[src/rtl/apb_pkg.sv]
// Shared APB definitions for the requester and the slave memory.
// Holds the state encoding, default bus widths and the address limit.
// Also provides the timeout counter width helper.
package apb_pkg;

  // Transfer phase encoding shared by requester and slave
  typedef enum logic [1:0] {
    IDLE   = 2'd0,
    SETUP  = 2'd1,
    ACCESS = 2'd2
  } apb_state_e;

  localparam int DEFAULT_DATA_WIDTH = 8;
  localparam int DEFAULT_ADDR_WIDTH = 8;
  localparam int UPPER_ADDR_LIMIT   = 200;

  // Bits needed to hold TIMEOUT_CYCLES-1, never less than one bit
  function automatic int timeout_cnt_width(input int timeout_cycles);
    return (timeout_cycles > 1) ? $clog2(timeout_cycles) : 1;
  endfunction

endpackage

[src/rtl/apb_timeout_counter.sv]
// Counts ACCESS cycles spent with pready low and flags the terminating cycle.
// Latency: timeout_hit is combinational on pready and the registered count.
// Backpressure: none; the counter saturates at the terminating count.
module apb_timeout_counter
  import apb_pkg::*;
#(
  parameter int TIMEOUT_CYCLES = 16
) (
  input  logic clk,
  input  logic rst,
  input  logic clear,
  input  logic enable,
  input  logic pready,
  output logic timeout_hit
);

  localparam int CNT_W = timeout_cnt_width(TIMEOUT_CYCLES);
  localparam logic [CNT_W-1:0] CNT_LAST =
    CNT_W'((TIMEOUT_CYCLES > 0) ? (TIMEOUT_CYCLES - 1) : 0);
  localparam bit TIMEOUT_EN = (TIMEOUT_CYCLES != 0);

  logic [CNT_W-1:0] count_q;
  logic [CNT_W-1:0] count_d;

  // A ready slave always wins over the timeout on the same cycle
  assign timeout_hit = TIMEOUT_EN && !pready && (count_q == CNT_LAST);

  // Next count: clear on ACCESS entry, step only while waiting, hold at the limit
  always_comb begin
    count_d = count_q;
    if (clear) begin
      count_d = '0;
    end else if (TIMEOUT_EN && enable && !pready && !timeout_hit) begin
      count_d = count_q + CNT_W'(1);
    end
  end

  // Count register with synchronous reset
  always_ff @(posedge clk) begin
    if (rst) begin
      count_q <= '0;
    end else begin
      count_q <= count_d;
    end
  end

endmodule

[src/rtl/apb_master.sv]
// APB requester: one command per SETUP/ACCESS transfer, back-to-back capable.
// Latency: 2 cycles minimum plus one per wait state; response one cycle after completion.
// Backpressure: cmd_ready low during SETUP and waiting ACCESS; response cannot be stalled.
module apb_master
  import apb_pkg::*;
#(
  parameter int DATA_WIDTH     = DEFAULT_DATA_WIDTH,
  parameter int ADDR_WIDTH     = DEFAULT_ADDR_WIDTH,
  parameter int TIMEOUT_CYCLES = 16
) (
  input  logic                  pclk,
  input  logic                  preset,
  input  logic                  cmd_valid,
  output logic                  cmd_ready,
  input  logic                  cmd_write,
  input  logic [ADDR_WIDTH-1:0] cmd_addr,
  input  logic [DATA_WIDTH-1:0] cmd_wdata,
  output logic                  rsp_valid,
  output logic [DATA_WIDTH-1:0] rsp_rdata,
  output logic                  rsp_err,
  output logic                  rsp_timeout,
  output logic                  psel,
  output logic                  penable,
  output logic                  pwrite,
  output logic [ADDR_WIDTH-1:0] paddr,
  output logic [DATA_WIDTH-1:0] pwdata,
  input  logic [DATA_WIDTH-1:0] prdata,
  input  logic                  pready,
  input  logic                  pslverr
);

  apb_state_e            state_q;
  logic                  pwrite_q;
  logic [ADDR_WIDTH-1:0] paddr_q;
  logic [DATA_WIDTH-1:0] pwdata_q;
  logic                  rsp_valid_q;
  logic [DATA_WIDTH-1:0] rsp_rdata_q;
  logic                  rsp_err_q;
  logic                  rsp_timeout_q;

  logic timeout_hit;
  logic done;
  logic accept;
  logic in_access;

  assign in_access = (state_q == ACCESS);
  assign done      = in_access && (pready || timeout_hit);
  assign cmd_ready = (state_q == IDLE) || done;
  assign accept    = cmd_valid && cmd_ready;

  // Bus strobes come straight from the state flop so the slave sees no input path
  assign psel    = (state_q != IDLE);
  assign penable = in_access;

  assign pwrite      = pwrite_q;
  assign paddr       = paddr_q;
  assign pwdata      = pwdata_q;
  assign rsp_valid   = rsp_valid_q;
  assign rsp_rdata   = rsp_rdata_q;
  assign rsp_err     = rsp_err_q;
  assign rsp_timeout = rsp_timeout_q;

  apb_timeout_counter #(
    .TIMEOUT_CYCLES(TIMEOUT_CYCLES)
  ) u_timeout (
    .clk        (pclk),
    .rst        (preset),
    .clear      (state_q == SETUP),
    .enable     (in_access),
    .pready     (pready),
    .timeout_hit(timeout_hit)
  );

  // Transfer FSM with command capture and the one-cycle response register
  always_ff @(posedge pclk) begin
    if (preset) begin
      state_q       <= IDLE;
      pwrite_q      <= 1'b0;
      paddr_q       <= '0;
      pwdata_q      <= '0;
      rsp_valid_q   <= 1'b0;
      rsp_rdata_q   <= '0;
      rsp_err_q     <= 1'b0;
      rsp_timeout_q <= 1'b0;
    end else begin
      rsp_valid_q   <= 1'b0;
      rsp_rdata_q   <= '0;
      rsp_err_q     <= 1'b0;
      rsp_timeout_q <= 1'b0;

      if (accept) begin
        pwrite_q <= cmd_write;
        paddr_q  <= cmd_addr;
        pwdata_q <= cmd_wdata;
      end

      case (state_q)
        IDLE: begin
          if (accept) begin
            state_q <= SETUP;
          end
        end
        SETUP: begin
          state_q <= ACCESS;
        end
        ACCESS: begin
          if (done) begin
            rsp_valid_q   <= 1'b1;
            // pslverr only counts on a ready cycle; timeout_hit is already false then
            rsp_err_q     <= (pready && pslverr) || timeout_hit;
            rsp_timeout_q <= timeout_hit;
            rsp_rdata_q   <= (!pwrite_q && pready && !pslverr) ? prdata : '0;
            state_q       <= accept ? SETUP : IDLE;
          end
        end
        default: begin
          state_q <= IDLE;
        end
      endcase
    end
  end

endmodule

[config.mk]
export PLATFORM = sky130hd
export DESIGN_NAME = apb_master
export DESIGN_NICKNAME = d
export VERILOG_FILES = /design/src/rtl/apb_pkg.sv /design/src/rtl/apb_timeout_counter.sv /design/src/rtl/apb_master.sv
export SDC_FILE = /design/constraint.sdc
export NUM_CORES = 1
export LEC_CHECK = 0
export ABC_AREA = 1
export BUFFER_PORTS_ARGS = -buffer_cell sky130_fd_sc_hd__clkbuf_2
export CAP_MARGIN = 20
export CORE_ASPECT_RATIO = 0.5
export CORE_MARGIN = 2
export CORE_UTILIZATION = 50
export CTS_CLUSTER_DIAMETER = 50
export DETAILED_ROUTE_END_ITERATION = 7
export PLACE_DENSITY = 0.82
export RECOVER_POWER = 50
export SYNTH_ARGS = -nofsm -noshare
export SYNTH_HDL_FRONTEND = slang
export SYNTH_HIERARCHICAL = 1
export SYNTH_SLANG_ARGS = --single-unit
[constraint.sdc]
create_clock -name pclk -period 3.2 [get_ports pclk]
set_clock_uncertainty 0.2 [all_clocks]
set_input_delay 0.64 -clock pclk [delete_from_list [all_inputs] [get_ports pclk]]
set_output_delay 0.64 -clock pclk [all_outputs]
set_load 0.02 [all_outputs]
Yosys cells after proc, flatten, opt, wreduce, memory -nomap -nowiden
Cells that the tools add are included.

word-level totals
  word-level logic and storage cells = 45
  input bits = 30
  flip-flop bits (word level) = 34

cells by class
  reductions and logical operators = 22
  multiplexer cells = 5
  bitwise gates (word level) = 3
  equality and inequality tests = 5
  $add $sub $neg = 1

operators with widths
  kind                 number
  $logic_and 1x1->1    8
  $pmux 2 s3           1
  $add 4x1->4 const B  1
  $eq 4x4->1 const B   1
  $logic_not 1->1      4
  $mux 2               2
  $ne 2x2->1 const B   2
  $reduce_or 2->1      2
  $reduce_or 4->1      1
  $logic_or 1x1->1     3
  $not 1->1            3
  $reduce_or 3->1      1
  $eq 2x1->1 const B   1
  $eq 2x2->1 const B   1
  $logic_not 2->1      1
  $mux 1               2
  $reduce_and 2->1     1
  $reduce_bool 2->1    1

Logic depth before layout (Yosys ltp)
Gate-level depths: netlist of the first run.

  word-level depth = 9
  mapped depth = 9

Cells and area by module
The synthesis of the first run kept the hierarchy.

by module, submodules not included
  module               seq. area each (sq um)  times used  cells each  area each (sq um)
  apb_master           600.6                   1           163         1,239.9
  apb_timeout_counter  80.1                    1           35          229.0

Least setup slack after synthesis of the first run
Ideal clock, no wire load.

  path type = input to output
  start point = input port pready
  end point = output port cmd_ready
  arrival = 1,350 ps
  path buffers = 0
  cell stages on the path = 5
  setup slack = 1,010 ps
  cell sequence = inv_2 -> nand2_1 -> nor2_2 -> nor2_4 -> a21oi_1

between the ends
  cells in the longest elaborated chain, start to end = 5

RTL lines
  what               line                       RTL
  from (decl)        apb_master.sv:28           input logic pready,
  $logic_not 1->1    apb_timeout_counter.sv:26  assign timeout_hit = TIMEOUT_EN && !pready && (count_q == CNT_LAST);
  $logic_and 1x1->1  apb_timeout_counter.sv:26
  net timeout_hit    apb_master.sv:41           logic timeout_hit;
  $logic_or 1x1->1   apb_master.sv:47           assign done = in_access && (pready || timeout_hit);
  $logic_and 1x1->1  apb_master.sv:47
  $logic_or 1x1->1   apb_master.sv:48           assign cmd_ready = (state_q == IDLE) || done;
  to (decl)          apb_master.sv:14           output logic cmd_ready,

The timed path passes the listed nets, and every way through them passes these cells.

Final worst setup path of the first run
  start point = register u_timeout.count_q[0]
  end point = output port cmd_ready

between the ends
  cells in the longest elaborated chain, start to end = 5

RTL lines
  what                    line                       RTL
  from (decl)             apb_timeout_counter.sv:22  logic [CNT_W-1:0] count_q;
  from (signal assigned)  apb_timeout_counter.sv:43  count_q <= count_d;
  $eq 4x4->1              apb_timeout_counter.sv:26
  $logic_and 1x1->1       apb_timeout_counter.sv:26
  net timeout_hit         apb_master.sv:41
  $logic_or 1x1->1        apb_master.sv:47
  $logic_and 1x1->1       apb_master.sv:47
  $logic_or 1x1->1        apb_master.sv:48

The timed path passes the listed nets, and every way through them passes these cells.

==> results of run 1 <==
==> logic make-up (layout without fill, tap and decap cells) <==
logic type	count (synthesis)	count (layout)	share of synthesized area, %
compound gates	24	24	8.94
flops	34	34	46.3
buf+inv	45	106	14.6
fa+ha+maj	1	1	0.852
simple gates	94	94	29.3
==> cell usage in the layout (no fill, tap or decap), drive strengths merged <==
cell,n
nand2,33
clkbuf,67
nor3,1
nor2,37
ha,1
inv,37
o21ai,1
nand3,21
clkinv,2
nand4,1
or2,1
a21oi,23
dfxtp,34
==> registers in the layout (all words and copies together) (netlist names) <==
signal and flops:
u_timeout/count_q 4, rsp_rdata 8, state_q 2, paddr 8, rsp_valid 1, rsp_timeout 1, pwrite 1, rsp_err 1
pwdata 8
==> cell type report <==
type                       count  area share [%]
clock inverter                 1           0.280
tap                           37            2.59
inverter                      38            7.97
timing repair buffer          60            15.5
clock buffer                   7            4.82
multi-input combinational    119            30.8
sequential                    34            38.0
==> routing by layer <==
layer | vias to the layer above | GRT usage [%] | wire length [um] | share of wire (%)
met3 | 4 | 7.11 | 143 | 4.9
met1 | 567 | 19.1 | 1310 | 45
met2 | 25 | 32.5 | 1440 | 49
met5 | - | 0 | 0 | 0
li1 | 720 | - | - | -
met4 | 0 | 9.15 | 34 | 1.2
==> final timing paths <==
| check | startpoint | end | slack (ns) | cells after the start |
|---|---|---|---|---|
| worst max-delay path | u_timeout/count_q[0] | cmd_ready | 0.67 | 6 |
| worst min-delay path | pwdata[4] | pwdata[4] | 0.28 | 2 |
| worst max register to register | u_timeout/count_q[0] | paddr[4] | 1.26 | 8 |
| worst min register to register | pwdata[4] | pwdata[4] | 0.28 | 2 |
==> metrics by stage <==
| stage | setup WS [ns] | cell area, um^2 | power, uW |
|---|---|---|---|
| 2_1_floorplan | 1.01 | 1470 | 565 |
| 3_3_place_gp | 0.903 | 1740 | 604 |
| 3_5_place_dp | 0.849 | 1740 | 607 |
| 4_1_cts | 0.728 | 1840 | 927 |
| 5_1_grt | 0.500 | 1790 | 962 |
| 6_report | 0.669 | 1790 | 911 |
==> power groups by stage <==
stage / Sequential (uW) / Clock, uW / Combinational [uW]
floorplan: 489 / 0 / 76.2
global placement: 466 / 0 / 138
detailed placement: 467 / 0 / 141
CTS: 457 / 328 / 141
global route: 459 / 349 / 153
finish: 457 / 318 / 136
==> worst max-delay path: stages, from the launching register on <==
cell and delay, ns:
sky130_fd_sc_hd__dfxtp_1 0.39, sky130_fd_sc_hd__ha_1 0.24, sky130_fd_sc_hd__nand2_2 0.07, sky130_fd_sc_hd__nor2_1 0.22, sky130_fd_sc_hd__nor2_1 0.15, sky130_fd_sc_hd__a21oi_1 0.15
sky130_fd_sc_hd__clkbuf_2 0.19
==> qor.csv, run 1 <==
stage,metric,value,unit
logic_synthesis,synthArstFlopShare,0,%
critical_path,setup_crit_end_kind,output port,
die,floorplan.initialDensity,54.7,%
logic_synthesis,synth_top_cells_by_area,"sky130_fd_sc_hd__dfxtp_1 46%, sky130_fd_sc_hd__inv_1 8.9%, sky130_fd_sc_hd__nand2_1 7.9%",
logic_synthesis,ys_ff_latch,34,
placed_design,port_buffers,60,
sta,max_slew.worst_pin.slew,0.733,ns
die,pin_count,61,
sta,setup_violations,0,
power_and_ir_drop,ir_drop_worst_case_vdd,0.270,mV
critical_path,crit_arrival,1.69,ns
run_status,run_status,"finished, final reports clean",
finish,layout-drive-gt1-share,22.8,%
global_routing,globalRoute.totalOverflow,0,
run,max_cap_viol_count,0,
sta,final_count_of_pins_violating_max_slew,0,
clocking,cts.repair_timing.setup_buffer_count,0,
sta,timing.hold.ws,0.280,ns
clocking,cts_num_sinks,34,
power_and_ir_drop,power-per-cell-area,509,nW/um^2
die,die_h,42.3,um
logic_synthesis,synthesis.area_per_instance,7.42,um^2
logic_synthesis,synth-seq-area-share,46.3,%
power_and_ir_drop,netSwitchingPower,243,uW
clocking,cts.clk_slew.worst_paths,0.07,ns
global_routing,wire_length_of_the_first_global_routing_pass,4690,um
power_and_ir_drop,static-leakage-power,0.000947,uW
global_routing,maximum_number_of_pins_on_one_net_before_global_route_repair,36,
detailed_routing,vias,1316,
detailed_routing,viasPerCell,4.45,
power_and_ir_drop,comb_power_share,14.9,%
detailed_routing,drc,0,
sta,slew_headroom,51.0,%
clocking,cts_hold_buffers,0,
finish,layout.core_utilization,66.7,%
logic_synthesis,post_synth_design_cell_area,1470,um^2
finish,multiInputGateArea,552,um^2
sta,timing.fmax,395,MHz
power_and_ir_drop,cell_internal_power_dissipation,669,uW
placed_design,gp_routability_congestion,0.777,
clocking,clock-root-buffer,sky130_fd_sc_hd__clkbuf_8,
global_routing,antenna_found_initial,0,
sta,hold_viol_final,0,
global_routing,grt_pass1_vias,1149,
clocking,cts_made_buffers,5,
detailed_routing,wirelength,2930,um
detailed_routing,routed_wire_length_per_instance,9.89,um
sta,setup_repair_after_global_routing_missed_its_margin,no,
detailed_routing,drt_pass1_iterations,6,
worst_hold_path,hold_path.class,flop to flop,
logic_synthesis,synth_top_flop_cell,sky130_fd_sc_hd__dfxtp_1,
die,floorplan.die.width,80.7,um
finish,layoutNonFillerInstCount,296,
clocking,clock_insertion_delay_at_the_later_pin_of_the_skew_report,0.28,ns
die,dieArea,3410,um^2
logic_synthesis,synth.most_common_cell,sky130_fd_sc_hd__inv_1,
clocking,clk_path_buf_depth,2,
clocking,clock_tree_from_tritoncts,yes,
sta,fin_crit_sh,79.1,%
logic_synthesis,synth_nets,229,
placed_design,place_hpwl,2100,um
power_and_ir_drop,p_clk_share,34.9,%
critical_path,crit_fanout,5,
finish,fillCellCount,254,
logic_synthesis,netlist.top_cell.by_area,sky130_fd_sc_hd__dfxtp_1,
power_and_ir_drop,sw_share,26.6,%
critical_path,critical_path.startpoint_type,flop,
die,placementRows,13,
clocking,cts_htree_levels,2,
sta,finalSetupTns,0,ns
logic_synthesis,synth.lib_cells_used.distinct,21,
logic_synthesis,synth_top_area_share,46.3,%
finish,final_nets,289,
power_and_ir_drop,p_seq_share,50.2,%
logic_synthesis,syn_inst,198,
finish,layout.area.seq,681,um^2
finish,num_antenna_cells,0,
finish,syn_to_layout_area_delta,21.9,%
logic_synthesis,synth_common_cells,"35 x sky130_fd_sc_hd__inv_1, 34 x sky130_fd_sc_hd__dfxtp_1, 31 x sky130_fd_sc_hd__nand2_1, 31 x sky130_fd_sc_hd__nor2_1",
clocking,post_cts.resized_instances,0,
die,coreArea,2680,um^2
critical_path,required,2.36,ns
sta,period_needed,2.53,ns
logic_synthesis,synth_edf_count,0,
detailed_routing,drt_first_iter_violations,35,
logic_synthesis,synth-warning-count,6,
global_routing,gr-usage-all-layers,18.4,%
placed_design,dp.cells,288,
critical_path,criticalPathCategory,flop to output port,
detailed_routing,drt.antenna.violating_nets,0,
Note: power is estimated with default switching activity, not from simulation.
==> inputs of run 2 (changes only) <==
--- a/config.mk
+++ b/config.mk
@@ -10,10 +10,10 @@
 export CAP_MARGIN = 20
 export CORE_ASPECT_RATIO = 0.5
 export CORE_MARGIN = 2
-export CORE_UTILIZATION = 50
+export CORE_UTILIZATION = 42
 export CTS_CLUSTER_DIAMETER = 50
 export DETAILED_ROUTE_END_ITERATION = 7
-export PLACE_DENSITY = 0.82
+export PLACE_DENSITY = 0.73
 export RECOVER_POWER = 50
 export SYNTH_ARGS = -nofsm -noshare
 export SYNTH_HDL_FRONTEND = slang
==> constraint.sdc (replaced) <==
create_clock -name pclk -period 2.1 [get_ports pclk]
set_clock_uncertainty 0.2 [all_clocks]
set_input_delay 0.42 -clock pclk [delete_from_list [all_inputs] [get_ports pclk]]
set_output_delay 0.42 -clock pclk [all_outputs]
set_load 0.02 [all_outputs]
==> run 2 against run 1 <==
Global-route usage shrank 2.8 points. Clock power grew 58%. Power grew 55%. Largest power group unchanged. Sequential power grew 53%. Largest cell class unchanged. Non-clock buffer count grew 2. Utilization shrank 12 points. Critical path type unchanged.
==> qor.csv, run 2 (same netlist as run 1, synthesis figures left out) <==
stage,metric,value,unit
run_status,run_status,"finished, final reports clean",
detailed_routing,routed_wire_length_per_instance,9.83,um
clocking,clk_path_buf_depth,2,
power_and_ir_drop,power-per-cell-area,763,nW/um^2
clocking,cts.clk_slew.worst_paths,0.07,ns
global_routing,wire_length_of_the_first_global_routing_pass,4590,um
critical_path,crit_arrival,1.39,ns
clocking,cts_htree_levels,2,
finish,syn_to_layout_area_delta,26.2,%
sta,timing.fmax,498,MHz
sta,hold_viol_final,0,
sta,max_slew.worst_pin.slew,0.459,ns
detailed_routing,drt_pass1_iterations,4,
die,placementRows,15,
worst_hold_path,hold_path.class,primary input to flop,
clocking,clock_insertion_delay_at_the_later_pin_of_the_skew_report,0.29,ns
power_and_ir_drop,ir_drop_worst_case_vdd,0.341,mV
die,coreArea,3400,um^2
global_routing,grt_pass1_vias,1051,
sta,fin_crit_sh,95.6,%
critical_path,path_cells,ha_2 -> nand2_2 -> nor2_4 -> nor2_4 -> a21oi_2 -> buf_4,
critical_path,criticalPathCategory,flop to output port,
finish,mostFrequentLayoutCells,"39 x sky130_fd_sc_hd__clkbuf_2, 36 x sky130_fd_sc_hd__inv_1, 32 x sky130_fd_sc_hd__dfxtp_1",
detailed_routing,drt.antenna.violating_nets,0,
sta,final.setup.worst_slack,0.0916,ns
die,die_h,45.8,um
finish,final_nets,291,
die,dieArea,4020,um^2
clocking,cts_hold_buffers,0,
die,floorplan.die.width,87.6,um
placed_design,port_buffers,60,
placed_design,place_hpwl,2120,um
critical_path,crit_top_cell,sky130_fd_sc_hd__nor2_4,
sta,final_count_of_pins_violating_max_slew,0,
global_routing,antenna_found_initial,0,
global_routing,maximum_number_of_pins_on_one_net_before_global_route_repair,36,
sta,period_needed,2.01,ns
finish,layout.core_utilization,54.5,%
finish,most_frequent_standard_cell_in_the_layout_excluding_fill_and_tap_cells,sky130_fd_sc_hd__clkbuf_2,
clocking,clock_tree_from_tritoncts,yes,
run,max_cap_viol_count,0,
critical_path,crit_fanout,5,
detailed_routing,drt_first_iter_violations,54,
die,floorplan.initialDensity,43.2,%
global_routing,gr-usage-all-layers,15.6,%
placed_design,placement.setup.worst_slack,0.191,ns
power_and_ir_drop,static-leakage-power,0.000950,uW
clocking,cts_made_buffers,5,
finish,layout-drive-gt1-share,25.7,%
sta,slew_headroom,69.2,%
sta,setup_repair_after_global_routing_missed_its_margin,no,
detailed_routing,viasPerCell,4.29,
critical_path,setup_crit_end_kind,output port,
sta,setup_violations,0,
placed_design,gp_routability_congestion,0.820,
global_routing,globalRoute.totalOverflow,0,
clocking,clock-root-buffer,sky130_fd_sc_hd__clkbuf_8,
detailed_routing,drc,0,
sta,finalSetupTns,0,ns
detailed_routing,vias,1340,
critical_path,required,1.48,ns
critical_path,critical_path.startpoint_type,flop,
detailed_routing,wirelength,3070,um
critical_path,critical-path-slowest-cell,sky130_fd_sc_hd__dfxtp_2,
power_and_ir_drop,totalPowerFinal,1410,uW
finish,num_antenna_cells,0,
critical_path,cp_slowest_stage_delay,0.37,ns
die,pin_count,61,
clocking,cts_num_sinks,34,
-- run 2: changes by cell type in the layout (fill, tap and decap cells not counted), sizes merged --
| cell | previous run | this run |
|---|---|---|
| clkbuf | 67 | 65 |
| clkinvlp | 0 | 1 |
| buf | 0 | 3 |
-- run 2: power breakdown --
| group | total [uW] | switching [uW] | leakage, uW | internal [uW] |
|---|---|---|---|---|
| Sequential | 698 | 21.6 | 0.000279 | 677 |
| Combinational | 212 | 131 | 0.000624 | 80.8 |
| Clock | 504 | 241 | 0.0000472 | 263 |
| Total | 1410 | 393 | 0.000950 | 1020 |
-- run 2: repair_timing --
item / CTS / global route
buffers inserted: 1 / 0
gates resized for setup: 3 / 4
endpoints found under the setup margin: 1 / 1
pin swaps: 1 / 0
-- run 2: critical path: cells and delay by family (launching register included) --
kind	cells	cell delay (ns)
compound gates	1	0.12
fa+ha+maj	1	0.21
buf+inv	1	0.15
flops	1	0.37
simple gates	3	0.26
-- run 2: final timing paths --
path                                           start           end  slack, ns  depth (start not counted)
worst max register to register  u_timeout/count_q[0]     pwdata[0]       0.42                          8
worst min register to register              paddr[0]      paddr[0]       0.28                          2
worst min-delay path                       prdata[0]  rsp_rdata[0]       0.12                          3
worst max-delay path            u_timeout/count_q[0]     cmd_ready       0.09                          6
-- run 2: layout make-up --
| cell class | count | area, um^2 |
|---|---|---|
| fill | 350 | 1540 |
| clock buffer | 6 | 82.6 |
| sequential | 34 | 683 |
| multi-input combinational | 119 | 576 |
| clock inverter | 2 | 12.5 |
| tap | 51 | 63.8 |
| inverter | 38 | 143 |
| timing repair buffer | 62 | 293 |
-- run 2: per-layer routing --
metal / GRT usage [%] / routed length, um / up-vias
met1: 18.6 / 1310 / 577
met2: 25.3 / 1550 / 29
met3: 5.43 / 136 / 5
met5: 0 / 0 / -
li1: - / - / 729
met4: 8.31 / 61 / 0
-- run 2: through the flow --
step / cells / hold slack [ns] / cell area [um^2]
after floorplan: 198 / 0.274 / 1470
after global placement: 303 / 0.262 / 1770
after detailed placement: 303 / 0.267 / 1770
after CTS: 312 / 0.111 / 1880
after global routing: 312 / 0.112 / 1850
final: 312 / 0.122 / 1850
==> inputs of run 3 (changes only) <==
--- a/config.mk
+++ b/config.mk
@@ -5,12 +5,12 @@
 export SDC_FILE = /design/constraint.sdc
 export NUM_CORES = 1
 export LEC_CHECK = 0
-export ABC_AREA = 1
+export ABC_AREA = 0
 export BUFFER_PORTS_ARGS = -buffer_cell sky130_fd_sc_hd__clkbuf_2
 export CAP_MARGIN = 20
 export CORE_ASPECT_RATIO = 0.5
 export CORE_MARGIN = 2
-export CORE_UTILIZATION = 42
+export CORE_UTILIZATION = 41
 export CTS_CLUSTER_DIAMETER = 50
 export DETAILED_ROUTE_END_ITERATION = 7
 export PLACE_DENSITY = 0.73
==> run 3 against run 2 <==
Maximum frequency down 4.0%. Flip-flop and latch count unchanged. Largest power group unchanged. Register-to-register slack worse by 0.19 ns. Cell count down 21%. Critical path depth unchanged. Worst hold slack better by 0.013 ns. Critical endpoint unchanged. Sequential share of layout area down 0.078 points. Synthesized cell count down 32%.
==> qor.csv, run 3 <==
stage,metric,value,unit
logic_synthesis,synth-warning-count,6,
sta,max_slew.worst_pin.slew,0.385,ns
global_routing,globalRoute.totalOverflow,0,
critical_path,worstPathBufferInverterCount,1,
finish,mostFrequentLayoutCells,"36 x sky130_fd_sc_hd__nand2b_1, 32 x sky130_fd_sc_hd__clkbuf_2, 32 x sky130_fd_sc_hd__dfxtp_1",
critical_path,critical-path-slowest-cell,sky130_fd_sc_hd__dfxtp_4,
detailed_routing,routed_wire_length_per_instance,11.2,um
detailed_routing,drt_pass1_iterations,4,
die,coreArea,3120,um^2
sta,final.setup.worst_slack,0.00712,ns
logic_synthesis,synthesis.area_per_instance,10.3,um^2
sta,fin_crit_sh,99.7,%
clocking,clk_path_buf_depth,2,
logic_synthesis,synth.most_common_cell,sky130_fd_sc_hd__nand2b_1,
detailed_routing,met2RoutedLength,1400,um
die,die_h,45.1,um
clocking,clock_tree_from_tritoncts,yes,
worst_hold_path,hold_path.class,primary input to flop,
critical_path,setup_crit_end_kind,output port,
placed_design,placement.setup.worst_slack,0.0894,ns
run_status,run_status,"finished, final reports clean",
logic_synthesis,ys_ff_latch,34,
die,dieArea,3890,um^2
sta,hold_viol_final,0,
clocking,cts_made_buffers,5,
sta,final_count_of_pins_violating_max_slew,0,
detailed_routing,viasPerCell,4.59,
sta,period_needed,2.09,ns
global_routing,antenna_found_initial,0,
logic_synthesis,synth_top_flop_cell,sky130_fd_sc_hd__dfxtp_1,
finish,syn_to_layout_area_delta,34.8,%
critical_path,path_cells,ha_4 -> nor2b_4 -> and3_4 -> nor2_2 -> a21oi_2 -> clkbuf_8,
global_routing,gr-usage-all-layers,14.8,%
critical_path,worst_path_dominant_cell_family,simple AND/OR/NAND/NOR gates,
placed_design,port_buffers,60,
global_routing,grt_pass1_vias,1047,
detailed_routing,drt_first_iter_violations,33,
placed_design,gp_routability_congestion,0.852,
logic_synthesis,synth.lib_cells_used.distinct,25,
power_and_ir_drop,totalPowerFinal,1350,uW
logic_synthesis,synth_edf_count,0,
power_and_ir_drop,static-leakage-power,0.000791,uW
run,max_cap_viol_count,0,
clocking,cts_num_sinks,34,
detailed_routing,topRoutingLayerUsed,met4,
finish,final_nets,235,
detailed_routing,vias,1125,
detailed_routing,routed-wl-met3,164,um
logic_synthesis,synth_top_cells_by_area,"sky130_fd_sc_hd__dfxtp_1 49%, sky130_fd_sc_hd__nand2b_1 16%, sky130_fd_sc_hd__mux2i_1 12%",
detailed_routing,wirelength,2750,um
placed_design,place_hpwl,1940,um
clocking,cts_hold_buffers,0,
power_and_ir_drop,power-per-cell-area,723,nW/um^2
finish,most_frequent_standard_cell_in_the_layout_excluding_fill_and_tap_cells,sky130_fd_sc_hd__nand2b_1,
critical_path,crit_arrival,1.47,ns
critical_path,criticalPathCategory,flop to output port,
critical_path,required,1.48,ns
logic_synthesis,synthArstFlopShare,0,%
critical_path,worstReg2RegStart,u_timeout/count_q[1],
detailed_routing,m1WireLength,1170,um
sta,timing.fmax,478,MHz
global_routing,maximum_number_of_pins_on_one_net_before_global_route_repair,38,
worst_hold_path,min-delay-start,prdata[4],
clocking,clock_insertion_delay_at_the_later_pin_of_the_skew_report,0.28,ns
clocking,clock-root-buffer,sky130_fd_sc_hd__clkbuf_8,
placed_design,cell_area_reported_after_detailed_placement,1740,um^2
clocking,cts.clk_slew.worst_paths,0.07,ns
finish,layout-drive-gt1-share,30.2,%
logic_synthesis,synth_common_cells,"36 x sky130_fd_sc_hd__nand2b_1, 34 x sky130_fd_sc_hd__dfxtp_1, 17 x sky130_fd_sc_hd__mux2i_1",
die,floorplan.die.width,86.3,um
critical_path,critical_path.startpoint_type,flop,
die,pin_count,61,
logic_synthesis,post_synth_design_cell_area,1390,um^2
clocking,cts_htree_levels,2,
detailed_routing,drc,0,
power_and_ir_drop,ir_drop_worst_case_vdd,0.494,mV
finish,layout.core_utilization,60.0,%
finish,fin_area,1870,um^2
sta,setup_repair_after_global_routing_missed_its_margin,yes,
global_routing,wire_length_of_the_first_global_routing_pass,4280,um
die,placementRows,14,
sta,setup_violations,0,
sta,finalSetupTns,0,ns
critical_path,startpoint,u_timeout/count_q[1],
logic_synthesis,synth_top_area_share,49.1,%
detailed_routing,drt.antenna.violating_nets,0,
logic_synthesis,netlist.top_cell.by_area,sky130_fd_sc_hd__dfxtp_1,
logic_synthesis,synth_nets,166,
finish,num_antenna_cells,0,
sta,slew_headroom,74.2,%
critical_path,cp_slowest_stage_delay,0.37,ns
logic_synthesis,syn_inst,135,
critical_path,crit_fanout,3,
logic_synthesis,synth-seq-area-share,49.1,%
die,floorplan.initialDensity,44.5,%
run 3: changes by cell type after synthesis, sizes merged, moves of 3 or more:
cell / delta
buf: -4
nand2b: +36
and2: +8
clkbuf: +3
mux2i: +17
nand3: -20
inv: -36
nor2b: +4
a21oi: -15
nand2: -33
nor2: -32
run 3: metal layers:
metal / global-route usage (%) / vias up
met3: 7.13 / 2
li1: - / 583
met1: 16.1 / 504
met2: 25.9 / 36
met5: 0 / -
met4: 5.63 / 0
run 3: worst reg2reg max path, stage by stage (launching register included):
cell and delay (ns):
sky130_fd_sc_hd__dfxtp_4 0.37, sky130_fd_sc_hd__ha_4 0.13, sky130_fd_sc_hd__nor2b_4 0.14, sky130_fd_sc_hd__and3_4 0.20, sky130_fd_sc_hd__nor2_2 0.05, sky130_fd_sc_hd__buf_4 0.14
sky130_fd_sc_hd__a21oi_2 0.14, sky130_fd_sc_hd__buf_4 0.23, sky130_fd_sc_hd__mux2i_1 0.21
run 3: final cells by class:
cell class / count / area [um^2]
well taps: 40 / 50.0
clock buffers: 7 / 86.3
inverters: 1 / 3.75
multi-input cells: 94 / 702
fillers: 277 / 1250
repair buffers: 68 / 335
flip-flops and latches: 34 / 688
clock inverters: 1 / 5.00
run 3: cells by family (layout without fill, tap and decap cells):
kind of cell | Yosys count | in the layout | synth area share, %
buffers and inverters | 7 | 77 | 2.79
AND/OR/NAND/NOR | 65 | 65 | 30.8
adder cells (fa/ha/maj) | 1 | 1 | 0.902
flip-flops | 34 | 34 | 49.1
AO/OA/AOI/OAI | 11 | 11 | 4.15
multiplexers | 17 | 17 | 12.3
run 3: stage by stage:
step / cells / hold WS, ns
finish: 245 / 0.136
global route: 245 / 0.125
CTS: 243 / 0.124
detailed placement: 233 / 0.265
global placement: 233 / 0.259
floorplan: 135 / 0.268
run 3: final timing paths:
check | endpoint | slack (ns) | depth (start not counted)
hold reg to reg | paddr[7] | 0.27 | 2
setup / recovery | cmd_ready | 0.007 | 6
setup reg to reg | pwdata[3] | 0.23 | 8
hold / removal | rsp_rdata[4] | 0.14 | 2
run 3: power breakdown:
| group | internal, uW | switching (uW) | total [uW] |
|---|---|---|---|
| logic | 83.4 | 97.7 | 181 |
| clock network | 264 | 220 | 485 |
| registers | 670 | 16.5 | 686 |
run 3: what timing repair did:
| item | CTS | global route |
|---|---|---|
| endpoints found under the setup margin | 1 | 1 |
| resized for setup | 11 | 2 |
| gates cloned | 0 | 0 |
| setup buffers | 2 | 2 |
| pin swaps | 1 | 2 |
